--- src/rtl/stopwatch_controller.sv ---
// Stopwatch control and timekeeping core: button conditioning, run/pause/alarm
// sequencing, BCD time count with lap freeze, and display scan/blink strobes.
module stopwatch_controller #(
  parameter int TICK_DIV  = 1_000_000,
  parameter int SCAN_DIV  = 100_000,
  parameter int BLINK_DIV = 25_000_000
) (
  input  logic       clk,
  input  logic       reset_n,
  input  logic       start_stop_btn_in,
  input  logic       clear_btn_in,
  input  logic       lap_btn_in,
  output logic [3:0] ms_bcd_tens_out,
  output logic [3:0] ms_bcd_ones_out,
  output logic [3:0] sec_bcd_tens_out,
  output logic [3:0] sec_bcd_ones_out,
  output logic       min_out,
  output logic       alarm_active_out,
  output logic       scan_clk_enable_out,
  output logic       blink_clk_enable_out,
  output logic [1:0] state_out,
  output logic       lap_hold_out
);

  // state | meaning
  // IDLE  | stopped at 0:00.00, waiting for start
  // RUN   | counting ticks
  // PAUSE | count and prescaler held
  // ALARM | reached 1:59.99, only clear leaves
  typedef enum logic [1:0] {S_IDLE = 2'b00, S_RUN = 2'b01, S_PAUSE = 2'b10, S_ALARM = 2'b11} state_t;

  localparam int TICK_W  = (TICK_DIV  > 1) ? $clog2(TICK_DIV)  : 1;
  localparam int SCAN_W  = (SCAN_DIV  > 1) ? $clog2(SCAN_DIV)  : 1;
  localparam int BLINK_W = (BLINK_DIV > 1) ? $clog2(BLINK_DIV) : 1;
  localparam logic [TICK_W-1:0]  TICK_MAX  = TICK_W'(TICK_DIV - 1);
  localparam logic [SCAN_W-1:0]  SCAN_MAX  = SCAN_W'(SCAN_DIV - 1);
  localparam logic [BLINK_W-1:0] BLINK_MAX = BLINK_W'(BLINK_DIV - 1);
  localparam logic [16:0]        TIME_MAX  = {1'b1, 4'd5, 4'd9, 4'd9, 4'd9};

  state_t state_q, state_d;

  // Button bits: [0] start_stop, [1] clear, [2] lap
  logic [2:0] sync1_q, sync1_d, sync2_q, sync2_d, prev_q, prev_d, pulse_q, pulse_d;
  logic       clr_p, ss_p, lap_p;

  // Time layout: {min, sec_tens, sec_ones, ms_tens, ms_ones}
  logic [16:0] time_q, time_d, lap_q, lap_d, disp_q, disp_d;
  logic        hold_q, hold_d;
  logic [TICK_W-1:0]  tick_cnt_q, tick_cnt_d;
  logic [SCAN_W-1:0]  scan_cnt_q, scan_cnt_d;
  logic [BLINK_W-1:0] blink_cnt_q, blink_cnt_d;
  logic        scan_en_q, scan_en_d, blink_en_q, blink_en_d;
  logic        tick, at_max;

  function automatic logic [16:0] bcd_inc(input logic [16:0] t);
    logic [16:0] r;
    r = t;
    if (t[3:0] != 4'd9) r[3:0] = t[3:0] + 4'd1;
    else begin
      r[3:0] = 4'd0;
      if (t[7:4] != 4'd9) r[7:4] = t[7:4] + 4'd1;
      else begin
        r[7:4] = 4'd0;
        if (t[11:8] != 4'd9) r[11:8] = t[11:8] + 4'd1;
        else begin
          r[11:8] = 4'd0;
          if (t[15:12] != 4'd5) r[15:12] = t[15:12] + 4'd1;
          else begin
            r[15:12] = 4'd0;
            r[16]    = 1'b1;
          end
        end
      end
    end
    return r;
  endfunction

  always_comb begin
    sync1_d = {lap_btn_in, clear_btn_in, start_stop_btn_in};
    sync2_d = sync1_q;
    prev_d  = sync2_q;
    pulse_d = sync2_q & ~prev_q;
    clr_p   = pulse_q[1];
    ss_p    = pulse_q[0] & ~clr_p;
    lap_p   = pulse_q[2] & ~pulse_q[0] & ~clr_p;
    at_max  = (time_q == TIME_MAX);
    tick    = (state_q == S_RUN) && (tick_cnt_q == TICK_MAX);
  end

  always_ff @(posedge clk or negedge reset_n) begin
    if (!reset_n) state_q <= S_IDLE;
    else          state_q <= state_d;
  end

  always_comb begin
    state_d = state_q;
    case (state_q)
      S_IDLE:  if (ss_p) state_d = S_RUN;
      S_RUN: begin
        if (clr_p)               state_d = S_IDLE;
        else if (tick && at_max) state_d = S_ALARM;
        else if (ss_p)           state_d = S_PAUSE;
      end
      S_PAUSE: begin
        if (clr_p)     state_d = S_IDLE;
        else if (ss_p) state_d = S_RUN;
      end
      S_ALARM: if (clr_p) state_d = S_IDLE;
      default: state_d = S_IDLE;
    endcase
  end

  always_comb begin
    state_out        = state_q;
    alarm_active_out = (state_q == S_ALARM);
  end

  always_comb begin
    tick_cnt_d = tick_cnt_q;
    if (state_q == S_IDLE && state_d == S_RUN) tick_cnt_d = '0;
    else if (state_q == S_RUN) tick_cnt_d = tick ? '0 : tick_cnt_q + 1'b1;

    time_d = time_q;
    if (clr_p)                time_d = '0;
    else if (tick && !at_max) time_d = bcd_inc(time_q);

    hold_d = hold_q;
    lap_d  = lap_q;
    if (lap_p && state_q == S_RUN && !hold_q) begin
      lap_d  = time_q;
      hold_d = 1'b1;
    end else if (lap_p && hold_q && (state_q == S_RUN || state_q == S_PAUSE)) begin
      hold_d = 1'b0;
    end
    if (state_d == S_IDLE || state_d == S_ALARM) hold_d = 1'b0;

    disp_d = hold_q ? lap_q : time_q;

    scan_en_d  = (scan_cnt_q == SCAN_MAX);
    scan_cnt_d = scan_en_d ? '0 : scan_cnt_q + 1'b1;

    // Restart the blink phase on alarm entry so the first blink is a full period away
    if (state_d == S_ALARM && state_q != S_ALARM) begin
      blink_en_d  = 1'b0;
      blink_cnt_d = '0;
    end else begin
      blink_en_d  = (blink_cnt_q == BLINK_MAX);
      blink_cnt_d = blink_en_d ? '0 : blink_cnt_q + 1'b1;
    end
  end

  // Synchronizers reset high so a button held through reset release is not seen as a press
  always_ff @(posedge clk or negedge reset_n) begin
    if (!reset_n) begin
      sync1_q     <= '1;
      sync2_q     <= '1;
      prev_q      <= '1;
      pulse_q     <= '0;
      time_q      <= '0;
      lap_q       <= '0;
      disp_q      <= '0;
      hold_q      <= 1'b0;
      tick_cnt_q  <= '0;
      scan_cnt_q  <= '0;
      blink_cnt_q <= '0;
      scan_en_q   <= 1'b0;
      blink_en_q  <= 1'b0;
    end else begin
      sync1_q     <= sync1_d;
      sync2_q     <= sync2_d;
      prev_q      <= prev_d;
      pulse_q     <= pulse_d;
      time_q      <= time_d;
      lap_q       <= lap_d;
      disp_q      <= disp_d;
      hold_q      <= hold_d;
      tick_cnt_q  <= tick_cnt_d;
      scan_cnt_q  <= scan_cnt_d;
      blink_cnt_q <= blink_cnt_d;
      scan_en_q   <= scan_en_d;
      blink_en_q  <= blink_en_d;
    end
  end

  assign min_out              = disp_q[16];
  assign sec_bcd_tens_out     = disp_q[15:12];
  assign sec_bcd_ones_out     = disp_q[11:8];
  assign ms_bcd_tens_out      = disp_q[7:4];
  assign ms_bcd_ones_out      = disp_q[3:0];
  assign lap_hold_out         = hold_q;
  assign scan_clk_enable_out  = scan_en_q;
  assign blink_clk_enable_out = blink_en_q;

endmodule

--- config.mk ---
export PLATFORM = sky130hd
export DESIGN_NAME = stopwatch_controller
export DESIGN_NICKNAME = d
export VERILOG_FILES = /design/src/rtl/stopwatch_controller.sv
export SDC_FILE = /design/constraint.sdc
export NUM_CORES = 1
export LEC_CHECK = 0
export CORE_MARGIN = 2
export CORE_UTILIZATION = 34
export CTS_BUF_LIST = sky130_fd_sc_hd__clkbuf_4
export CTS_CLUSTER_DIAMETER = 40
export DETAILED_ROUTE_END_ITERATION = 6
export GPL_TIMING_DRIVEN = 1
export REMOVE_ABC_BUFFERS = 1
export SLEW_MARGIN = 20
export SYNTH_ARGS = -nofsm -noshare
export SYNTH_HDL_FRONTEND = slang
export SYNTH_SLANG_ARGS = --single-unit
--- constraint.sdc ---
create_clock -name clk -period 6.4 [get_ports clk]
set_input_delay 1.6 -clock clk [delete_from_list [all_inputs] [get_ports clk]]
set_output_delay 1.6 -clock clk [all_outputs]
set_load 0.1 [all_outputs]
==> results.yml <==
die:
  fp.dieH_um: 136.5
  fp.dieW_um: 136.5
  die_area_sq_mm: 0.01864
  rows: 48
  io_pins: 28
  start_util_pct: 34.64
  core_area_sq_mm: 0.01724
finish:
  n_antenna_cell: 0
  mostFrequentLayoutCells: "121 x dfrtp_1, 63 x nor2_1, 49 x nand2_1"
  nNetsFinal: 620
  final_common_cell: "dfrtp_1"
  final_cells: 835
  fillers: 1652
  utilization_pct: 39.25
  drive_gt1_share_pct: 11.64
  area_delta_synth_final_pct: 13.31
setup_path:
  r2r_start: "tick_cnt_q[13]$_DFFE_PN0P_"
  crit_type: "register to output pin"
  cp_max_fo: 8
  crit_required_ns: 4.80
  r2r_slack_ns: 2.57
  startpoint_type: "register"
  r2r_end: "tick_cnt_q[8]$_DFFE_PN0P_"
  crit_arrival_ns: 2.51
  r2r_cells: 11
  cp-end-kind: "output pin"
placement:
  gp_congestion: 0.8918
  dp_hpwl_um: 7522
  dpl.cell_count: 803
  dp_slack_ns: 2.591
  io_buffers: 27
drt:
  wl_per_cell_um: 13.36
  wl_um: 11150
  first_pass_iters: 5
  vias: 4234
  ant_nets: 0
  drt-initial-drc-count: 304
  vias_per_cell: 5.071
  drc: 0
hold_path:
  holdCritPathClass: "register to register"
  holdPathEnd: "prev_d[2]$_DFF_PN1_"
  min_from: "sync1_q[2]$_DFF_PN1_"
  hold_depth: 0
grt:
  grt_start_max_net_pins: 76
  overflow: 0
  antenna_found_initial: 0
  grtUsageTotal_pct: 13.38
  grt_first_pass_wirelength_um: 19790
  grt_pass1_vias: 4287
logic_synthesis:
  synth_top_cell_by_area: "dfrtp_1"
  ys_warn_count: 0
  synth-async-reset-ratio_pct: 100.0
  muxShareOfSynthArea_pct: 4.883
  synthFlopType: "dfrtp_1"
  synth_cell_types: 49
  synth_top_family_by_area: "simple AND/OR/NAND/NOR gates"
  synthAdderAreaFrac_pct: 3.772
  yosysTopAreaCellShare_pct: 50.71
  synth.area.top_cells: "dfrtp_1 51%, xor2_1 5.1%, mux2_2 4.7%, dfstp_2 4.0%, nor2_1 4.0%"
  synth_xor_xnor_area_share_pct: 7.334
  synth_edf_count: 0
  ys_ff_latch: 130
  seq_area_frac_synth_pct: 54.67
  netlist_area_sq_mm: 0.005971
  synth_cells: 562
  synth-compound-area-share_pct: 6.873
  syn_avg_cell_area_sq_um: 10.62
  yosys.area_share.simple_pct: 20.33
power:
  total_power_mw: 1.830
  p_leak_nw: 3.006
  p_seq_share_pct: 50.0
  p_switching_mw: 0.5868
  combPwrFrac_pct: 20.6
  swShare_pct: 32.06
  clkPwrFrac_pct: 29.3
  ir_drop_mv: 0.1778
  p_int_mw: 1.243
  power_density_mw_per_mm2: 270.5
clocking:
  cts_setup_buffers: 0
  cts_buffer_depth: 2
  clk_pin_slew_ns: 0.10
  cts_resized: 0
  htreeDepth: 4
  clockRootBuffer: "clkbuf_4"
  cts_buffers: 17
  numClockSinks: 130
  holdBufCountCts: 0
  tritoncts: "yes"
  clock_latency_ns: 0.52
sta:
  rsz0062_at_grt: "false"
  hold_viol: 0
  final.min_clock_period_ns: 4.114
  worstMarginPinSlew_ns: 0.9919
  fin_worst_skew_ns: 0.01671
  drv_slew: 0
  setup_viol: 0
  fmax_mhz: 243.1
  worst_slack_ns: 2.286
  max_slew_margin_pct: 33.67
  timing.final.crit_share_pct: 64.28
  final.setup.tns_ns: 0
run_status:
  status: "completed"
job:
  maxCapViolCount: 0
==> state kept, by name, indices dropped and copies added (netlist names) <==
| name | count |
|---|---|
| blink_clk_enable_out | 1 |
| blink_cnt_q | 25 |
| disp_q | 17 |
| lap_hold_out | 1 |
| lap_q | 17 |
| prev_d | 3 |
| prev_q | 3 |
| pulse_q | 3 |
| scan_clk_enable_out | 1 |
| scan_cnt_q | 17 |
| state_out | 2 |
| sync1_q | 3 |
| tick_cnt_q | 20 |
| time_q | 17 |
==> synthesized netlist by cell type (3+ instances only) <==
master    number
ha_1          18
clkbuf_1      15
or3_1          9
o211ai_1       3
nand3b_1       4
mux2_2        25
a21oi_1       27
dfstp_2        9
inv_1         19
and3_1        11
dfrtp_1      121
and2_1         5
and3b_1        4
nor4_1         3
nand2b_1       3
nand2_1       49
nor2b_1        5
xor2_1        35
and4_1         3
xnor2_1       15
nor3_1         9
nand4_1       17
o21ai_0       22
nand3_1       29
or4_1         10
nor2_1        63
==> power groups by stage <==
stage	registers (mW)	clock network [mW]	logic, mW
2_1_floorplan	0.976	0	0.216
6_report	0.915	0.537	0.378
3_5_place_dp	0.930	0	0.378
5_1_grt	0.925	0.594	0.423
4_1_cts	0.916	0.560	0.378
3_3_place_gp	0.928	0	0.366
==> cell type report <==
| cell class | count | area [sq um] | share of cell area [%] |
|---|---|---|---|
| clock buffer | 24 | 180.2 | 2.663 |
| clock inverter | 8 | 87.58 | 1.295 |
| inverter | 19 | 71.32 | 1.054 |
| multi-input combinational | 398 | 2579 | 38.12 |
| sequential | 130 | 3264 | 48.25 |
| tap | 225 | 281.5 | 4.161 |
| timing repair buffer | 31 | 301.5 | 4.457 |
==> worst max-delay path: stages, from the launching register on <==
cell and delay, ns:
dfrtp_1 0.49, ha_1 0.33, clkdlybuf4s50_1 1.18
==> per-layer routing <==
metal  share of wire [%]  vias up  track usage, %
li1                    -     2039               -
met1                  47     2093           17.07
met2                  47       86           21.22
met4                 1.5        0           5.961
met5                   0        -               0
met3                 3.9       16           3.704
==> worst max path at each step <==
| stage | from | to | slack (ns) | cells after the start |
|---|---|---|---|---|
| 2_1_floorplan | state_out[1]$_DFF_PN0_ | tick_cnt_q[10]$_DFFE_PN0P_ | 2.43 | 11 |
| 3_3_place_gp | tick_cnt_q[13]$_DFFE_PN0P_ | tick_cnt_q[8]$_DFFE_PN0P_ | 2.74 | 11 |
| 3_5_place_dp | tick_cnt_q[13]$_DFFE_PN0P_ | tick_cnt_q[8]$_DFFE_PN0P_ | 2.59 | 11 |
| 4_1_cts | state_out[1]$_DFF_PN0_ | alarm_active_out | 2.23 | 2 |
| 5_1_grt | state_out[1]$_DFF_PN0_ | alarm_active_out | 2.14 | 2 |
| 6_report | state_out[1]$_DFF_PN0_ | alarm_active_out | 2.29 | 2 |
==> cell families (layout without fill, tap and decap cells) <==
| kind of cell | Yosys count | in the layout |
|---|---|---|
| compound gates | 70 | 70 |
| xor+xnor | 50 | 50 |
| fa+ha+maj | 18 | 18 |
| buf+inv | 34 | 82 |
| flops | 130 | 130 |
| mux | 26 | 26 |
| simple gates | 234 | 234 |
==> stage by stage <==
stage	cell area, sq um	hold slack (ns)
after floorplan	5914	0.3452
after global placement	6486	0.3470
after detailed placement	6497	0.3468
after CTS	6765	0.3583
after global routing	6765	0.3648
final	6765	0.3550
Note: power is estimated with default switching activity, not from simulation.
